$ cat src/rtl/jacobi_pkg.sv
// Shared constants for the cluster Jacobi floating-point datapath.
// The arbiter and the fpadd instance both read the latency from here so they stay in step.
package jacobi_pkg;

  localparam int          FP_W             = 32;
  localparam logic [30:0] FP_NEG_ZERO_MASK = 31'h7FFFFFFF;
  localparam int          FPADD_LATENCY    = 2;

  typedef logic [FP_W-1:0] fp_word_t;

  // Folds -0.0 onto +0.0 so the adder only ever sees one encoding of zero.
  function automatic fp_word_t fp_clear_neg_zero(input fp_word_t v);
    return ((v[FP_W-2:0] & FP_NEG_ZERO_MASK) == '0) ? '0 : v;
  endfunction

endpackage

$ cat src/rtl/fpadd_issue_arbiter_rr_pick.sv
// Combinational round-robin pick: the first set request strictly after 'last', wrapping around.
module rr_pick #(
  parameter int N  = 4,
  parameter int IW = $clog2(N)
) (
  input  logic [N-1:0]  req,
  input  logic [IW-1:0] last,
  output logic [N-1:0]  grant,
  output logic [IW-1:0] idx,
  output logic          found
);

  // Walk the requests from last+1 to last (inclusive) and stop at the first one set.
  always_comb begin
    logic [IW-1:0] pos;
    grant = '0;
    idx   = '0;
    found = 1'b0;
    pos   = '0;
    for (int k = 1; k <= N; k++) begin
      pos = IW'((int'(last) + k) % N);
      if (!found && req[pos]) begin
        grant[pos] = 1'b1;
        idx        = pos;
        found      = 1'b1;
      end
    end
  end

endmodule

$ cat src/rtl/fpadd_issue_arbiter.sv
// Round-robin issue arbiter that shares one pipelined fpadd among N_REQ requesters.
// Operands are registered into the adder and a requester tag follows them down a pipe
// matched to the adder latency, so each result is strobed back to its owner.
module fpadd_issue_arbiter
  import jacobi_pkg::*;
#(
  parameter int N_REQ   = 4,
  parameter int LATENCY = FPADD_LATENCY,
  parameter int W       = FP_W
) (
  input  logic                          clk,
  input  logic                          rst_n,
  input  logic                          en,
  input  logic [N_REQ-1:0]              req_valid,
  output logic [N_REQ-1:0]              req_ready,
  input  logic [N_REQ-1:0]              req_lock,
  input  logic [N_REQ*W-1:0]            req_a,
  input  logic [N_REQ*W-1:0]            req_b,
  input  logic [N_REQ-1:0]              req_op,
  output logic [W-1:0]                  add_a,
  output logic [W-1:0]                  add_b,
  output logic                          add_op,
  output logic                          add_start,
  input  logic [W-1:0]                  add_result,
  output logic [N_REQ-1:0]              rsp_valid,
  output logic [W-1:0]                  rsp_data,
  output logic [$clog2(LATENCY+2)-1:0]  inflight
);

  localparam int TW = $clog2(N_REQ);
  localparam int CW = $clog2(LATENCY + 2);

  logic [TW-1:0]    last_q;
  logic [N_REQ-1:0] rot_grant;
  logic [TW-1:0]    rot_idx;
  logic             rot_found;
  logic             lock_hit;

  logic [N_REQ-1:0] grant;
  logic [TW-1:0]    grant_idx;
  logic             grant_any;

  logic [TW-1:0]    issue_tag;
  logic [LATENCY-1:0] pipe_v;
  logic [TW-1:0]    pipe_tag [LATENCY];
  logic             rsp_any;

  rr_pick #(.N(N_REQ), .IW(TW)) u_pick (
    .req   (req_valid),
    .last  (last_q),
    .grant (rot_grant),
    .idx   (rot_idx),
    .found (rot_found)
  );

  assign lock_hit = req_lock[last_q] & req_valid[last_q];

  // A locked, still-valid owner beats rotation; nothing is granted while issue is disabled.
  always_comb begin
    grant     = '0;
    grant_idx = last_q;
    grant_any = 1'b0;
    if (en) begin
      if (lock_hit) begin
        grant[last_q] = 1'b1;
        grant_any     = 1'b1;
      end else if (rot_found) begin
        grant     = rot_grant;
        grant_idx = rot_idx;
        grant_any = 1'b1;
      end
    end
  end

  assign req_ready = grant;

  // Remember the last winner so the next search starts just after it.
  always_ff @(posedge clk or negedge rst_n) begin
    if (!rst_n) last_q <= TW'(N_REQ - 1);
    else if (grant_any) last_q <= grant_idx;
  end

  // Issue register: capture the winner's operands, with -0.0 folded to +0.0; hold otherwise.
  always_ff @(posedge clk or negedge rst_n) begin
    if (!rst_n) begin
      add_a     <= '0;
      add_b     <= '0;
      add_op    <= 1'b0;
      add_start <= 1'b0;
      issue_tag <= '0;
    end else begin
      add_start <= grant_any;
      if (grant_any) begin
        add_a     <= fp_clear_neg_zero(req_a[int'(grant_idx)*W +: W]);
        add_b     <= fp_clear_neg_zero(req_b[int'(grant_idx)*W +: W]);
        add_op    <= req_op[grant_idx];
        issue_tag <= grant_idx;
      end
    end
  end

  // Tag pipe: the owner of each issued operation travels alongside it through the adder.
  always_ff @(posedge clk or negedge rst_n) begin
    if (!rst_n) begin
      pipe_v <= '0;
      for (int s = 0; s < LATENCY; s++) pipe_tag[s] <= '0;
    end else begin
      pipe_v[0]   <= add_start;
      pipe_tag[0] <= issue_tag;
      for (int s = 1; s < LATENCY; s++) begin
        pipe_v[s]   <= pipe_v[s-1];
        pipe_tag[s] <= pipe_tag[s-1];
      end
    end
  end

  assign rsp_any = pipe_v[LATENCY-1];

  // Decode the emerging tag into a one-hot strobe and gate the result word with it.
  always_comb begin
    rsp_valid = '0;
    rsp_data  = '0;
    if (rsp_any) begin
      rsp_valid[pipe_tag[LATENCY-1]] = 1'b1;
      rsp_data                       = add_result;
    end
  end

  // Count operations between grant and result strobe.
  always_ff @(posedge clk or negedge rst_n) begin
    if (!rst_n) inflight <= '0;
    else if (grant_any && !rsp_any) inflight <= inflight + CW'(1);
    else if (!grant_any && rsp_any) inflight <= inflight - CW'(1);
  end

endmodule

$ cat config.mk
export PLATFORM = sky130hd
export DESIGN_NAME = fpadd_issue_arbiter
export DESIGN_NICKNAME = d
export VERILOG_FILES = /design/src/rtl/jacobi_pkg.sv /design/src/rtl/fpadd_issue_arbiter_rr_pick.sv /design/src/rtl/fpadd_issue_arbiter.sv
export SDC_FILE = /design/constraint.sdc
export NUM_CORES = 1
export LEC_CHECK = 0
export BUFFER_PORTS_ARGS = -buffer_cell sky130_fd_sc_hd__buf_2
export CORE_AREA = 2 2 160 162
export CTS_CLUSTER_DIAMETER = 60
export DETAILED_ROUTE_END_ITERATION = 10
export DIE_AREA = 0 0 162 164
export HOLD_SLACK_MARGIN = 0.15
export PLACE_DENSITY = 0.62
export SKIP_CTS_REPAIR_TIMING = 1
export SLEW_MARGIN = 5
export SYNTH_ARGS = -nofsm -noshare
export SYNTH_HDL_FRONTEND = slang
export SYNTH_SLANG_ARGS = --single-unit
$ cat constraint.sdc
create_clock -name clk -period 5.56 [get_ports clk]
set_input_delay 0.556 -clock clk [delete_from_list [all_inputs] [get_ports clk]]
set_output_delay 0.556 -clock clk [all_outputs]
set_load 0.01 [all_outputs]
==> impl_metrics.env, run 1 <==
export IMPL_status="completed"
export IMPL_core_area_um2=24800
export IMPL_internal_power_mw=2.87
export IMPL_post_route_min_period_ns=4.67
export IMPL_cp_slowest_cell="dfstp_2"
export IMPL_slew_violations=0
export IMPL_root_buffer="clkbuf_16"
export IMPL_startpoint="last_q[0]"
export IMPL_maxCapViolations=0
export IMPL_grt_remaining_overflow=0
export IMPL_drtIter0Drc=325
export IMPL_swShare=0.408
export IMPL_antenna_left=0
export IMPL_antenna_found_initial=4
export IMPL_synth_avg_cell_area_um2=12.4
export IMPL_grt_max_degree=51
export IMPL_synth_warnings=0
export IMPL_synthTopCellsByArea="dfrtp_1 (34%), mux4_2 (26%), mux2_2 (11%), and2_1 (3.7%), a211oi_1 (2.4%)"
export IMPL_synth_area_um2=5540
export IMPL_yosysTopAreaCell="dfrtp_1"
export IMPL_synth_cells=446
export IMPL_synthFlopType="dfrtp_1"
export IMPL_drc=0
export IMPL_netlist_area_leader_share=0.343
export IMPL_path_delay_family="multiplexers"
export IMPL_wl_mm=22.9
export IMPL_vias=5533
export IMPL_timing_rr_start="last_q[0]"
export IMPL_p_leak_nw=3.99
export IMPL_multiInputGateArea_um2=3320
export IMPL_cpPeakStageDelay_ns=0.71
export IMPL_holdCritStartpoint="pipe_v[0]"
export IMPL_dieArea_um2=26600
export IMPL_drive_above_1_share=0.658
export IMPL_hold_path_class="reg -> reg"
export IMPL_clock_path_buffers=2
export IMPL_rsz0062_at_grt="no"
export IMPL_die_x_um=162
export IMPL_ys_types=44
export IMPL_io_pins=411
export IMPL_ir_drop_mv=0.386
export IMPL_final_hold_viol_count=0
export IMPL_viasPerCell=4.69
export IMPL_cts_tree="built"
export IMPL_clk_latency_ns=0.34
export IMPL_cts_sinks=78
export IMPL_crit_path_end_kind="flip-flop"
export IMPL_synthArstFlopShare=1.00
export IMPL_initial_core_util=0.223
export IMPL_drt_pass1_iterations=4
export IMPL_finalSetupTns_ns=0
export IMPL_grt_pass1_wl_mm=32.2
export IMPL_critPathKind="reg -> reg"
export IMPL_switchingPower_mw=1.97
export IMPL_arrival_ns=4.88
export IMPL_maxSlewHeadroom=0.437
export IMPL_seqCellArea_um2=1950
export IMPL_rows=58
export IMPL_setup_violations=0
export IMPL_h_tree_depth=3
export IMPL_p_per_area_nw_per_um2=584
export IMPL_seqPwrFrac=0.221
export IMPL_cp_required_ns=5.77
export IMPL_fmax_mhz=214
export IMPL_p_clk_frac=0.136
export IMPL_fill_cells=2520
export IMPL_die_h_um=164
export IMPL_syn_to_final_growth_pct=49.4
export IMPL_finalClockSkew_ns=0.00740
export IMPL_timing_final_crit_share=0.840
export IMPL_io_buffers=410
export IMPL_synth_edf_count=0
export IMPL_ys_seq_elements=78
export IMPL_wire_per_inst_um=19.4
export IMPL_worst_slew_pin_slew_ns=0.843
export IMPL_stdcell_count=1181
export IMPL_numCtsBuffers=9
export IMPL_synth_most_common_cell="dfrtp_1"
export IMPL_ys_seq_area_frac=0.353
export IMPL_dp_cells=1163
export IMPL_path_max_fanout=25
export IMPL_hpwl_mm=19.4
export IMPL_synthTopCellsByCount="dfrtp_1 (76), mux4_2 (63), mux2_2 (55), inv_1 (34), and2_1 (33)"
export IMPL_globalplace_congestion=0.896
export IMPL_path_clk_slew_ns=0.06
export IMPL_track_usage=0.165
export IMPL_grt_pass1_vias=5578
export IMPL_syn_nets=758
export IMPL_power_frac_comb=0.642
export IMPL_nets=1157
export IMPL_path_buf_inv=3
export IMPL_crit_path_cell_trace="inv_1 > ha_1 > mux4_2 > or3_1 > a21oi_1 > buf_4 > a21o_4 > buf_4 > mux2_2 > a211o_1 > nor4_1 > a21oi_1"
export IMPL_start_kind="flip-flop"
## path summary, 6_finish.rpt
kind	end	slack, ns	cells after the start
worst min register to register	pipe_v[1]	0.36	0
min in group asynchronous	add_a[29]	0.67	2
worst min-delay path	pipe_v[1]	0.36	0
worst max register to register	add_b[31]	0.89	12
max in group asynchronous	add_b[24]	3.83	3
worst max-delay path	add_b[31]	0.89	12
## registers in the layout, summed over array words and instances (netlist names)
signal	cells
add_a	32
add_b	32
pipe_tag	4
inflight	2
issue_tag	2
last_q	2
pipe_v	2
add_op	1
add_start	1
## metrics by stage
stage / hold WS, ns / utilization / worst slack [ns] / area, µm² / total power, mW
finish: 0.356 / 0.334 / 0.888 / 8290 / 4.84
global route: 0.361 / 0.334 / 0.517 / 8280 / 5.20
detailed placement: 0.343 / 0.320 / 0.862 / 7950 / 4.24
CTS: 0.134 / 0.333 / 0.841 / 8270 / 4.92
floorplan: 0.260 / - / 1.54 / 5540 / 3.28
global placement: 0.332 / 0.320 / 0.887 / 7950 / 4.20
## cell usage in the layout (no fill, tap or decap), types with 12 or more instances in the layout
cell / Yosys / layout
a211oi_1: 18 / 18
and2_1: 33 / 33
buf_2: 8 / 409
dfrtp_1: 76 / 76
inv_1: 34 / 33
mux2_2: 55 / 55
mux4_2: 63 / 63
nand2_1: 27 / 27
nor4_1: 17 / 17
o21ai_0: 12 / 12
## layout make-up
type / instances / share of cell area
Antenna cell: 1 / 0.000302
Clock buffer: 10 / 0.0276
Inverter: 34 / 0.0154
Timing Repair Buffer: 419 / 0.259
Multi-Input combinational cell: 303 / 0.400
Clock inverter: 6 / 0.0112
Tap cell: 330 / 0.0498
Sequential cell: 78 / 0.236
## power by group through the flow
stage / registers [mW] / clock network, mW / logic [mW]
after floorplan: 1.15 / 0 / 2.13
after global placement: 1.07 / 0 / 3.12
after detailed placement: 1.08 / 0 / 3.16
after CTS: 1.08 / 0.677 / 3.16
after global routing: 1.12 / 0.702 / 3.38
final: 1.07 / 0.660 / 3.11
## kinds of logic (layout without fill, tap and decap cells)
family          Yosys count  in the layout  synth area share
xor+xnor                  4              4           0.00767
fa+ha+maj                 9              9            0.0203
mux                     127            127             0.390
other cells               0              1                 0
simple gates            106            106             0.105
buf+inv                  65            469            0.0533
flops                    78             78             0.353
compound gates           57             57            0.0715
## metal layers
layer | vias to the layer above | global-route usage | share of wire
met5 | - | 0 | 0.0012
met4 | 4 | 0.0652 | 0.030
met3 | 38 | 0.0457 | 0.080
met2 | 331 | 0.297 | 0.52
met1 | 2641 | 0.184 | 0.37
li1 | 2519 | - | -
(Power assumes the default switching activity.)
==> inputs of run 2 (changes only) <==
- CORE_AREA: 2 2 160 162 -> 2 2 159 161
- DIE_AREA: 0 0 162 164 -> 0 0 161 163
- PLACE_DENSITY: 0.62 -> 0.64
- clock period: 5.56 -> 4.1 ns (I/O delays scaled with it)
==> run 2 against run 1 <==
Compared with the run above:
- clock power is 47% higher
- sequential cell count stayed put
- via count increased by 3.1%
- clock skew grew 0.00092 ns
- register-to-register slack got worse by 0.76 ns
==> impl_metrics.env, run 2 (synthesis results as in run 1) <==
export IMPL_holdCritStartpoint="pipe_tag[3]"
export IMPL_finalPower_mw=7.05
export IMPL_wire_per_inst_um=18.4
export IMPL_final_common_cell="buf_2"
export IMPL_antenna_left=0
export IMPL_post_route_min_period_ns=3.97
export IMPL_fmax_mhz=252
export IMPL_vias=5703
export IMPL_grt_pass1_vias=5735
export IMPL_crit_path_end_kind="flip-flop"
export IMPL_maxSlewHeadroom=0.505
export IMPL_dieArea_um2=26200
export IMPL_rows=58
export IMPL_globalplace_congestion=0.959
export IMPL_viasPerCell=4.73
export IMPL_drive_above_1_share=0.675
export IMPL_grt_max_degree=47
export IMPL_io_buffers=410
export IMPL_grt_pass1_wl_mm=32.3
export IMPL_die_h_um=163
export IMPL_ir_drop_mv=0.314
export IMPL_finalClockSkew_ns=0.00832
export IMPL_final_hold_viol_count=0
export IMPL_seqPwrFrac=0.200
export IMPL_critPathKind="reg -> reg"
export IMPL_final_cell_mix="buf_2 (409), dfrtp_1 (76), mux4_2 (63), mux2_2 (55)"
export IMPL_cpPeakStageDelay_ns=0.57
export IMPL_drc=0
export IMPL_antenna_found_initial=4
export IMPL_drtIter0Drc=240
export IMPL_clk_latency_ns=0.35
export IMPL_wl_mm=22.2
export IMPL_cts_sinks=78
export IMPL_worst_slew_pin_slew_ns=0.741
export IMPL_grt_remaining_overflow=0
export IMPL_path_clk_slew_ns=0.07
export IMPL_cts_tree="built"
export IMPL_maxCapViolations=0
export IMPL_arrival_ns=4.19
export IMPL_status="completed"
export IMPL_initial_core_util=0.225
export IMPL_largest_registers="add_a (32), add_b (32), pipe_tag (4)"
export IMPL_p_clk_frac=0.138
export IMPL_setup_violations=0
export IMPL_io_pins=411
export IMPL_regToRegSetupSlack_ns=0.13
export IMPL_h_tree_depth=3
export IMPL_switchingPower_mw=2.81
export IMPL_path_max_fanout=31
export IMPL_cp_required_ns=4.32
export IMPL_p_per_area_nw_per_um2=825
export IMPL_fin_area_um2=8550
export IMPL_root_buffer="clkbuf_16"
export IMPL_postPlaceCellArea_um2=8110
export IMPL_crit_path_cell_trace="inv_1 > ha_1 > mux4_2 > or3_4 > and2_1 > a21o_4 > buf_12 > buf_4 > mux4_2 > or4_1 > nor3_2 > a31oi_1"
export IMPL_slew_violations=0
export IMPL_clock_path_buffers=2
export IMPL_nets=1182
export IMPL_r2r_cells=12
export IMPL_p_leak_nw=4.15
export IMPL_post_route_util=0.346
export IMPL_timing_final_crit_share=0.969
export IMPL_die_x_um=161
export IMPL_power_frac_comb=0.663
export IMPL_hold_end="pipe_tag[1]"
export IMPL_crit_top_cell="mux4_2"
export IMPL_core_area_um2=24700
export IMPL_hpwl_mm=18.6
export IMPL_dp_cells=1184
export IMPL_start_kind="flip-flop"
export IMPL_cp_slowest_cell="mux4_2"
export IMPL_swShare=0.399
export IMPL_syn_to_final_growth_pct=54.1
export IMPL_drt_pass1_iterations=4
export IMPL_internal_power_mw=4.24
export IMPL_r2r_end="add_a[31]"
export IMPL_hold_ws_ns=0.349
export IMPL_hold_path_class="reg -> reg"
export IMPL_track_usage=0.162
export IMPL_timing_rr_start="last_q[1]"
export IMPL_n_antenna_cell=0
export IMPL_min_path_cells=0
export IMPL_numCtsBuffers=9
export IMPL_stdcell_count=1205
## run 2: cell types whose count changed in the layout (fill, tap and decap cells not counted), moves of 2 or more
| cell | previous run | this run |
|---|---|---|
| inv_8 | 0 | 2 |
| buf_4 | 7 | 31 |
| nor4_2 | 0 | 2 |
| nor4_1 | 17 | 15 |
## run 2: worst max-delay path, delay by kind of cell, from the launching register on
| kind | cells | cell delay, ns |
|---|---|---|
| AO/OA/AOI/OAI | 2 | 0.31 |
| adder cells (fa/ha/maj) | 1 | 0.36 |
| buffers and inverters | 3 | 0.46 |
| flip-flops | 1 | 0.53 |
| multiplexers | 2 | 0.87 |
| AND/OR/NAND/NOR | 4 | 1.32 |
## run 2: how the worst max path moves through the flow
stage / start / endpoint / slack (ns) / cells after the start
floorplan: last_q[0] / add_b[31] / 0.08 / 13
global placement: last_q[0] / add_b[31] / -0.02 / 10
detailed placement: last_q[0] / add_a[31] / -0.08 / 10
CTS: last_q[0] / add_b[31] / -0.1 / 10
global route: last_q[1] / add_a[31] / -0.01 / 12
finish: last_q[1] / add_a[31] / 0.13 / 12
## run 2: power groups by stage
| stage | Clock (mW) | Sequential [mW] | Combinational [mW] |
|---|---|---|---|
| 6_report | 0.970 | 1.41 | 4.67 |
| 4_1_cts | 1.00 | 1.41 | 4.65 |
| 5_1_grt | 1.03 | 1.47 | 5.07 |
| 2_1_floorplan | 0 | 1.56 | 2.89 |
| 3_5_place_dp | 0 | 1.42 | 4.64 |
| 3_3_place_gp | 0 | 1.42 | 4.57 |
## run 2: cell type report
type | instances | area, µm²
fill | 2505 | 16100
sequential | 78 | 1950
clock buffer | 9 | 225
timing repair buffer | 444 | 2350
multi-input combinational | 303 | 3350
inverter | 34 | 128
clock inverter | 7 | 129
tap | 330 | 413
## run 2: metal layers
layer,GRT usage,share of wire
met4,0.0418,0.012
met1,0.184,0.38
met5,0,0.0020
met2,0.303,0.53
met3,0.0425,0.075
## run 2: through the flow
stage               setup TNS, ns  setup WS (ns)
floorplan                       0         0.0849
global placement          -0.0223        -0.0169
global route              -0.0124        -0.0103
CTS                        -0.179        -0.0983
detailed placement         -0.159        -0.0816
finish                          0          0.128
==> inputs of run 3 (changes only) <==
- CORE_AREA: 2 2 159 161 -> 2 2 160 162
- DIE_AREA: 0 0 161 163 -> 0 0 162 164
- PLACE_DENSITY: 0.64 -> 0.62
- clock period: 4.1 -> 3.7 ns (I/O delays scaled with it)
==> run 3 against run 2 <==
Compared with the run above:
- the flow now finishes with violations (setup timing)
- non-clock buffer count increased by 29
- sequential share of layout area decreased by 0.90 points
- clock skew decreased by 0.00080 ns
- die area increased by 1.2%
- sequential power increased by 12%
- wire length increased by 7.7%
- cell count increased by 2.6%
- core utilization increased by 1.2 points
- sequential cell count unchanged
==> impl_metrics.env, run 3 (synthesis results as in run 1) <==
export IMPL_grt_max_degree=58
export IMPL_cp_required_ns=3.92
export IMPL_crit_path_end_kind="flip-flop"
export IMPL_globalplace_congestion=0.950
export IMPL_drt_pass1_iterations=4
export IMPL_antenna_found_initial=6
export IMPL_syn_to_final_growth_pct=60.4
export IMPL_h_tree_depth=3
export IMPL_cts_tree="built"
export IMPL_antenna_left=0
export IMPL_clk_latency_ns=0.34
export IMPL_drc=0
export IMPL_finalSetupTns_ns=-0.0638
export IMPL_p_per_area_nw_per_um2=943
export IMPL_start_kind="flip-flop"
export IMPL_internal_power_mw=5.13
export IMPL_critPathKind="reg -> reg"
export IMPL_p_clk_frac=0.114
export IMPL_hold_path_class="in -> async"
export IMPL_clock_path_buffers=2
export IMPL_final_cell_mix="buf_2 (409), dfrtp_1 (76), mux4_2 (63), mux2_2 (55), buf_4 (53)"
export IMPL_slew_violations=0
export IMPL_io_buffers=410
export IMPL_post_route_util=0.358
export IMPL_grt_remaining_overflow=0
export IMPL_pre_cts_slack_ns=-0.256
export IMPL_path_max_fanout=10
export IMPL_multiInputGateArea_um2=3440
export IMPL_worst_slew_pin_slew_ns=0.821
export IMPL_switchingPower_mw=3.26
export IMPL_numCtsBuffers=9
export IMPL_failed_checks="setup timing"
export IMPL_rsz0062_at_grt="yes"
export IMPL_ir_drop_mv=0.580
export IMPL_grt_pass1_wl_mm=33.2
export IMPL_final_common_cell="buf_2"
export IMPL_drtIter0Drc=182
export IMPL_initial_core_util=0.223
export IMPL_seqPwrFrac=0.188
export IMPL_seqCellArea_um2=1950
export IMPL_drive_above_1_share=0.699
export IMPL_setup_violations=2
export IMPL_rows=58
export IMPL_viasPerCell=4.70
export IMPL_root_buffer="clkbuf_16"
export IMPL_die_h_um=164
export IMPL_arrival_ns=3.95
export IMPL_power_frac_comb=0.698
export IMPL_vias=5812
export IMPL_path_clk_slew_ns=0.06
export IMPL_track_usage=0.169
export IMPL_nets=1212
export IMPL_io_pins=411
export IMPL_die_x_um=162
export IMPL_swShare=0.389
export IMPL_final_hold_viol_count=0
export IMPL_dp_cells=1208
export IMPL_layout_setup_ws_ns=-0.0333
export IMPL_hpwl_mm=19.7
export IMPL_wire_per_inst_um=19.3
export IMPL_wl_mm=23.9
export IMPL_timing_final_crit_share=1.01
export IMPL_core_area_um2=24800
export IMPL_finalClockSkew_ns=0.00752
export IMPL_maxCapViolations=0
export IMPL_grt_pass1_vias=5854
export IMPL_cts_sinks=78
export IMPL_post_route_min_period_ns=3.73
export IMPL_maxSlewHeadroom=0.453
export IMPL_fmax_mhz=268
export IMPL_status="finished, violations left"
export IMPL_stdcell_count=1236
export IMPL_dieArea_um2=26600
export IMPL_fill_cells=2503
export IMPL_p_leak_nw=4.33
export IMPL_hold_ws_ns=0.105
export IMPL_largest_registers="add_a (32), add_b (32), pipe_tag (4)"
-- run 3: cell count changes in the layout (fill, tap and decap cells not counted), sizes merged --
| cell | before | now |
|---|---|---|
| a21o | 1 | 2 |
| buf | 443 | 472 |
| bufinv | 3 | 2 |
| clkbuf | 9 | 10 |
| clkinv | 0 | 4 |
| clkinvlp | 1 | 0 |
| diode | 0 | 2 |
| dlygate4sd3 | 1 | 0 |
| inv | 37 | 34 |
-- run 3: cell type report --
| class | count | share of cell area |
|---|---|---|
| Clock buffer | 9 | 0.0253 |
| Inverter | 34 | 0.0143 |
| Tap cell | 330 | 0.0464 |
| Multi-Input combinational cell | 304 | 0.387 |
| Clock inverter | 6 | 0.00985 |
| Antenna cell | 2 | 0.000563 |
| Timing Repair Buffer | 473 | 0.297 |
| Sequential cell | 78 | 0.220 |
-- run 3: layer usage --
| metal | routed length (µm) | global-route usage | vias to the layer above |
|---|---|---|---|
| li1 | - | - | 2629 |
| met1 | 8690 | 0.185 | 2845 |
| met3 | 1960 | 0.0503 | 28 |
| met2 | 12700 | 0.317 | 302 |
| met5 | 57 | 0 | - |
| met4 | 471 | 0.0467 | 8 |
-- run 3: critical path, stage by stage (launching register included) --
cell	delay, ns
dfstp_2	0.56
inv_2	0.06
ha_4	0.28
mux4_2	0.55
or3_4	0.39
and2_4	0.18
a21o_4	0.27
buf_12	0.16
buf_4	0.14
mux4_2	0.29
or4_4	0.55
nor2_2	0.09
a31oi_1	0.08
-- run 3: power groups by stage --
| stage | clock network, mW | registers [mW] | logic (mW) |
|---|---|---|---|
| 2_1_floorplan | 0 | 1.73 | 3.24 |
| 3_3_place_gp | 0 | 1.60 | 5.40 |
| 3_5_place_dp | 0 | 1.60 | 5.49 |
| 4_1_cts | 0.997 | 1.59 | 5.50 |
| 5_1_grt | 1.03 | 1.64 | 6.33 |
| 6_report | 0.959 | 1.58 | 5.85 |
-- run 3: path summary, 6_finish.rpt --
| path | startpoint | end | slack [ns] | cells past startpoint |
|---|---|---|---|---|
| worst max-delay path | last_q[0] | add_a[31] | -0.03 | 12 |
| max in group asynchronous | rst_n | add_a[1] | 2.72 | 2 |
| worst min-delay path | rst_n | add_b[11] | 0.11 | 1 |
| worst max register to register | last_q[0] | add_a[31] | -0.03 | 12 |
| worst min register to register | pipe_v[0] | pipe_v[1] | 0.35 | 0 |
| min in group clk | pipe_v[0] | pipe_v[1] | 0.35 | 0 |
-- run 3: stage by stage --
| step | cell area, µm² | power (mW) |
|---|---|---|
| floorplan | 5570 | 4.96 |
| global placement | 8340 | 7.00 |
| detailed placement | 8340 | 7.08 |
| CTS | 8650 | 8.09 |
| global route | 8890 | 9.00 |
| finish | 8890 | 8.39 |
